File: src/rtl/mips_pkg.sv
// Shared types and constants for the instruction fetch stage.
// IFETCH_ALIGN_CHECK_EN adds a per-entry misalign flag to the queue entry.
package mips_pkg;

    localparam int                WORD_W    = 32;
    localparam logic [WORD_W-1:0] INSTR_NOP = 32'h0000_0000;

    typedef enum logic [1:0] {
        IDLE  = 2'd0,
        REQ   = 2'd1,
        WAIT  = 2'd2,
        DRAIN = 2'd3
    } fetch_state_e;

    typedef struct packed {
        logic [WORD_W-1:0] pc;
        logic [WORD_W-1:0] instr;
`ifdef IFETCH_ALIGN_CHECK_EN
        logic              misalign;
`endif
    } fetch_entry_t;

endpackage

File: src/rtl/fetch_fifo.sv
// Small register-based FIFO of fetched {pc, instr} entries with a synchronous clear.
// Entry layout depends on IFETCH_ALIGN_CHECK_EN through mips_pkg::fetch_entry_t.
module fetch_fifo
    import mips_pkg::*;
#(
    parameter int                DEPTH    = 2,
    parameter logic [WORD_W-1:0] RESET_PC = 32'h0000_0000
) (
    input  logic                       clk,
    input  logic                       rst,
    input  logic                       clear,
    input  logic                       push,
    input  logic                       pop,
    input  fetch_entry_t               wdata,
    output fetch_entry_t               rdata,
    output logic [$clog2(DEPTH+1)-1:0] count
);

    localparam int PTR_W = $clog2(DEPTH);
    localparam int CNT_W = $clog2(DEPTH + 1);

    fetch_entry_t     mem_q [DEPTH];
    logic [PTR_W-1:0] wr_ptr_q;
    logic [PTR_W-1:0] rd_ptr_q;
    logic [CNT_W-1:0] count_q;
    logic             do_push;
    logic             do_pop;

    // Clear wins over both push and pop in the same cycle.
    assign do_push = push && !clear && (count_q != CNT_W'(DEPTH));
    assign do_pop  = pop && !clear && (count_q != '0);

    always_ff @(posedge clk or posedge rst) begin
        if (rst) begin
            wr_ptr_q <= '0;
            rd_ptr_q <= '0;
            count_q  <= '0;
        end else if (clear) begin
            wr_ptr_q <= '0;
            rd_ptr_q <= '0;
            count_q  <= '0;
        end else begin
            if (do_push) begin
                wr_ptr_q <= wr_ptr_q + PTR_W'(1);
            end
            if (do_pop) begin
                rd_ptr_q <= rd_ptr_q + PTR_W'(1);
            end
            if (do_push && !do_pop) begin
                count_q <= count_q + CNT_W'(1);
            end else if (!do_push && do_pop) begin
                count_q <= count_q - CNT_W'(1);
            end
        end
    end

    // Entries are reset so the head reads RESET_PC / NOP straight out of reset.
    always_ff @(posedge clk or posedge rst) begin
        if (rst) begin
            for (int i = 0; i < DEPTH; i++) begin
                mem_q[i]       <= '0;
                mem_q[i].pc    <= RESET_PC;
                mem_q[i].instr <= INSTR_NOP;
            end
        end else if (do_push) begin
            mem_q[wr_ptr_q] <= wdata;
        end
    end

    assign rdata = mem_q[rd_ptr_q];
    assign count = count_q;

endmodule

File: src/rtl/ifetch_queue.sv
// Fetch stage: one instruction-memory read per accepted PC, results queued for decode.
// Defining IFETCH_ALIGN_CHECK_EN adds id_misalign and bypasses memory for unaligned PCs.
module ifetch_queue
    import mips_pkg::*;
#(
    parameter int                DEPTH    = 2,
    parameter logic [WORD_W-1:0] RESET_PC = 32'h0000_0000
) (
    input  logic              clk,
    input  logic              rst,
    input  logic [WORD_W-1:0] pc_in,
    input  logic              pc_valid,
    output logic              pc_ready,
    output logic              imem_req,
    output logic [WORD_W-1:0] imem_addr,
    input  logic              imem_gnt,
    input  logic              imem_rvalid,
    input  logic [WORD_W-1:0] imem_rdata,
    input  logic              flush,
    output logic              id_valid,
    input  logic              id_ready,
    output logic [WORD_W-1:0] id_instr,
    output logic [WORD_W-1:0] id_pc,
    output logic [WORD_W-1:0] id_pc_plus4
`ifdef IFETCH_ALIGN_CHECK_EN
    ,
    output logic              id_misalign
`endif
);

    localparam int CNT_W = $clog2(DEPTH + 1);

    fetch_state_e      state_q;
    fetch_state_e      state_d;
    logic [WORD_W-1:0] addr_q;
    logic [WORD_W-1:0] addr_d;
    logic              fifo_push;
    logic              fifo_pop;
    logic [CNT_W-1:0]  fifo_count;
    fetch_entry_t      push_entry;
    fetch_entry_t      head_entry;

    // Room check uses the registered count only, keeping id_ready off the pc_ready path.
    assign pc_ready = !rst && (state_q == IDLE) && !flush
                      && (fifo_count < CNT_W'(DEPTH));

    always_comb begin
        state_d          = state_q;
        addr_d           = addr_q;
        fifo_push        = 1'b0;
        push_entry       = '0;
        push_entry.pc    = addr_q;
        push_entry.instr = imem_rdata;
        case (state_q)
            IDLE: begin
                if (pc_valid && pc_ready) begin
`ifdef IFETCH_ALIGN_CHECK_EN
                    if (pc_in[1:0] != 2'b00) begin
                        fifo_push           = 1'b1;
                        push_entry.pc       = pc_in;
                        push_entry.instr    = INSTR_NOP;
                        push_entry.misalign = 1'b1;
                    end else begin
                        addr_d  = pc_in;
                        state_d = REQ;
                    end
`else
                    addr_d  = pc_in;
                    state_d = REQ;
`endif
                end
            end
            REQ: begin
                // A grant coinciding with flush leaves a response in flight to drain.
                if (flush) begin
                    state_d = imem_gnt ? DRAIN : IDLE;
                end else if (imem_gnt) begin
                    state_d = WAIT;
                end
            end
            WAIT: begin
                if (imem_rvalid) begin
                    fifo_push = !flush;
                    state_d   = IDLE;
                end else if (flush) begin
                    state_d = DRAIN;
                end
            end
            DRAIN: begin
                if (imem_rvalid) begin
                    state_d = IDLE;
                end
            end
            default: begin
                state_d = IDLE;
            end
        endcase
    end

    always_ff @(posedge clk or posedge rst) begin
        if (rst) begin
            state_q <= IDLE;
            addr_q  <= RESET_PC;
        end else begin
            state_q <= state_d;
            addr_q  <= addr_d;
        end
    end

    assign imem_req  = (state_q == REQ);
    assign imem_addr = addr_q;
    assign fifo_pop  = id_valid && id_ready;

    fetch_fifo #(
        .DEPTH    (DEPTH),
        .RESET_PC (RESET_PC)
    ) u_fifo (
        .clk   (clk),
        .rst   (rst),
        .clear (flush),
        .push  (fifo_push),
        .pop   (fifo_pop),
        .wdata (push_entry),
        .rdata (head_entry),
        .count (fifo_count)
    );

    assign id_valid    = (fifo_count != '0);
    assign id_instr    = head_entry.instr;
    assign id_pc       = head_entry.pc;
    assign id_pc_plus4 = head_entry.pc + 32'd4;
`ifdef IFETCH_ALIGN_CHECK_EN
    assign id_misalign = head_entry.misalign;
`endif

endmodule

File: config.mk
export PLATFORM = sky130hd
export DESIGN_NAME = ifetch_queue
export DESIGN_NICKNAME = d
export VERILOG_FILES = /design/src/rtl/mips_pkg.sv /design/src/rtl/fetch_fifo.sv /design/src/rtl/ifetch_queue.sv
export SDC_FILE = /design/constraint.sdc
export NUM_CORES = 1
export LEC_CHECK = 0
export CAP_MARGIN = 40
export CORE_ASPECT_RATIO = 1.4
export CORE_UTILIZATION = 30
export CTS_CLUSTER_DIAMETER = 80
export DETAILED_ROUTE_END_ITERATION = 12
export SLEW_MARGIN = 40
export SYNTH_ARGS = -nofsm -noshare
export SYNTH_HDL_FRONTEND = slang
export SYNTH_HIERARCHICAL = 1
export SYNTH_SLANG_ARGS = --single-unit
File: constraint.sdc
create_clock -name clk -period 4.08 [get_ports clk]
set_input_delay 0.816 -clock clk [delete_from_list [all_inputs] [get_ports clk]]
set_output_delay 0.816 -clock clk [all_outputs]
set_load 0.05 [all_outputs]
==> results by group, run 1 <==
Route
  – Drt first pass iters: 10
  – Post-DRT Antenna Nets: 0
  – Vias/cell: 4.65
  – Residual DRC count: 12
  – Vias: 4973
  – Final WL: 18.9 mm
  – Drt initial violations: 151
  – WL/cell: 17.6 um

Worst setup path
  – CP peak stage delay: 820 ps
  – Crit-path slowest cell: clkdlybuf4s50_1
  – CP startpoint kind: flip-flop
  – CP endpoint kind: primary output
  – Critical path depth: 6
  – CP Cell Sequence: buf_12, mux2_2, nand3_1, nor2_1, xor2_1, clkdlybuf4s50_1
  – Crit path kind: flip-flop to primary output
  – CP required: 3260 ps
  – Top delay family on crit path: buffers and inverters
  – CP Buf/Inv Count: 2
  – Data arrival, critical path: 2890 ps
  – Crit Path Max Fanout: 49
  – R2r worst-path depth: 6

Layout
  – Antenna fix cells: 0
  – Non-filler cells, final: 1069
  – Fill count: 2372
  – Final-stage net count: 809
  – Commonest cells after routing, fill and taps aside: clkdlybuf4s50_1, dfrtp_1, mux2_2, mux2_4, buf_12
  – Fraction of layout cells with a size suffix above 1: 40.1%
  – Layout area overhead: 41.0%
  – Commonest non-fill, non-tap cell in the layout: clkdlybuf4s50_1

STA
  – Final worst-path cycle share: 90.9%
  – Hold Worst Slack: 487 ps
  – Slew @ Worst Pin: 583 ps
  – Relative slew slack: 61.0%
  – RSZ-0062 raised after global routing: no
  – Setup TNS: 0 ps
  – Final Hold Viols: 0
  – Fin crit period: 3710 ps
  – Finish-stage setup viols: 0
  – Fmax: 0.270 GHz
  – Final Max Slew Viols: 0
  – Clock Skew: 7.70 ps

Floorplanning
  – Initial cell density of the core: 30.8%
  – Chip Width: 139 um
  – # rows: 69
  – Core area: 25600 um2
  – Die ar.: 27000 um2
  – Boundary Pins: 202
  – Die Y: 194 um

Synthesis
  – Ys async rst share: 100%
  – Syn_area_per_cell: 14.9 um2
  – Synth warn: 6
  – Synth Cell Area: 7890 um2
  – Synth Area in XOR/XNOR: 3.33%
  – Seq/Total Area, Yosys: 52.6%
  – Synthesized instance count: 530
  – Synth Register Bits: 166
  – Adder-Cell Fraction of Synth Area: 0.159%
  – Ys flop type: dfrtp_1
  – Number of synthesized flops with an enable pin: 0
  – Largest family of logic cells by synthesized area: multiplexers
  – Synth Area in Compound Gates: 0.729%
  – Simple-Gate Fraction of Synth Area: 5.47%
  – Yosys cell types: 34
  – Mux cell area share after synthesis: 34.8%
  – Mapped Nets: 602

CTS
  – CTS tree: yes
  – Post-CTS setup buffers: 0
  – Hold buffer count at CTS: 0
  – Clock-pin slew on the worst setup and hold paths: 70 ps
  – H-Tree Depth: 4
  – Clk_lat worst skew: 430 ps
  – Clk buf depth: 2
  – Sink Count: 166
  – Root buf cell: clkbuf_16
  – CTS resizes: 0
  – CTS Buf Count: 17

Pwr
  – Internal power: 0.00469 W
  – Power Dens Cells: 744 nW/um2
  – Leak Pwr: 5.01 nW
  – Clock power frac: 20.2%
  – Combinational power share: 50.7%
  – Sw frac: 43.3%
  – Switch Pwr: 0.00358 W
  – Sequential share of power: 29.0%
  – Worst VDD drop: 0.528 mV

Place
  – GPL Wtd Cong: 0.708
  – Buffers on Ports: 201
  – Post-Place Cells: 1037
  – Final HPWL DP: 12.8 mm

Global route
  – Largest net degree at the start of global routing: 61
  – Total GRT Usage: 14.7%
  – Initial antenna violation count: 0
  – Vias in the first global route: 5411
  – Grt ovf: 0
  – First-pass GRT wire length: 30.6 mm

Run status
  – Outcome: complete, but fails checks
  – Violated checks: design-rule violations

Flow run
  – Number of max-cap violations: 0

Worst hold path
  – Hold WC Path Type: flip-flop to flip-flop
  – Worst Hold Depth: 1
==> power groups by stage <==
stage               registers, W  logic, W  clock network [W]
floorplan                0.00290   0.00222                  0
global placement         0.00243   0.00421                  0
detailed placement       0.00244   0.00423                  0
CTS                      0.00241   0.00424            0.00173
global route             0.00247   0.00437            0.00180
finish                   0.00240   0.00420            0.00167
==> logic make-up after synthesis <==
kind of cell | count (synthesis)
compound gates | 10
flops | 166
xor+xnor | 30
simple gates | 67
fa+ha+maj | 1
buf+inv | 32
mux | 224
==> path summary, 6_finish.rpt <==
check	startpoint	to	slack, ps
min	u_fifo/mem_q[77]	u_fifo/mem_q[77]	490
max in group asynchronous	rst	u_fifo/mem_q[46]	2530
max	u_fifo/rd_ptr_q	id_pc_plus4[8]	370
min reg2reg	u_fifo/mem_q[77]	u_fifo/mem_q[77]	490
min in group asynchronous	rst	imem_addr[3]	700
max reg2reg	state_q[0]	u_fifo/mem_q[4]	1510
==> registers in the layout (all words and copies together) (netlist names) <==
signal,count
imem_addr,32
state_q,2
u_fifo/count,2
u_fifo/mem_q,128
u_fifo/rd_ptr_q,1
u_fifo/wr_ptr_q,1
==> synthesized netlist by cell type (all sizes together) (2+ instances only) <==
| cell type | instances | share of area (%) |
|---|---|---|
| a21oi | 2 | 0.13 |
| and2 | 2 | 0.16 |
| and3 | 6 | 0.48 |
| buf | 18 | 2.2 |
| clkbuf | 8 | 0.38 |
| dfrtp | 166 | 53 |
| inv | 6 | 0.29 |
| mux2 | 224 | 35 |
| nand2 | 9 | 0.43 |
| nand3 | 17 | 1.1 |
| nand4 | 9 | 0.90 |
| nor2 | 10 | 0.48 |
| nor2b | 2 | 0.19 |
| nor4 | 4 | 1.1 |
| o21ai | 4 | 0.25 |
| or2 | 3 | 0.24 |
| xnor2 | 25 | 2.8 |
| xor2 | 5 | 0.55 |
==> cell type report <==
| cell class | instances | area (um2) | area share, % |
|---|---|---|---|
| clock buffers | 17 | 425 | 3.82 |
| clock inverters | 15 | 181 | 1.63 |
| inverters | 6 | 26.3 | 0.236 |
| multi-input cells | 332 | 3530 | 31.7 |
| flip-flops and latches | 166 | 4160 | 37.4 |
| well taps | 319 | 399 | 3.59 |
| repair buffers | 214 | 2410 | 21.6 |
==> stage by stage <==
step | util [%] | setup slack, ps | power, W | instance area, um2
after floorplan | - | 80.1 | 0.00513 | 7900
after global placement | 40.8 | 763 | 0.00664 | 10500
after detailed placement | 41.0 | 641 | 0.00666 | 10500
after CTS | 43.4 | 328 | 0.00838 | 11100
after global routing | 43.4 | 216 | 0.00865 | 11100
final | 43.4 | 371 | 0.00827 | 11100
==> layer usage <==
layer	vias up	wire length, um	share of wire [%]	GRT usage [%]
li1	2294	-	-	-
met1	2541	8350	44	18.4
met2	128	9460	50	24.8
met3	10	852	4.5	3.56
met4	0	201	1.1	4.69
met5	-	0	0	0
Power figures use the tool's default switching activity.
==> run 2, diff against run 1 <==
- CTS_CLUSTER_SIZE: unset -> 14
- HOLD_SLACK_MARGIN: unset -> 0.02
==> results of run 2 <==
No change in the layout: final DEF, timing and power equal those of run 1.
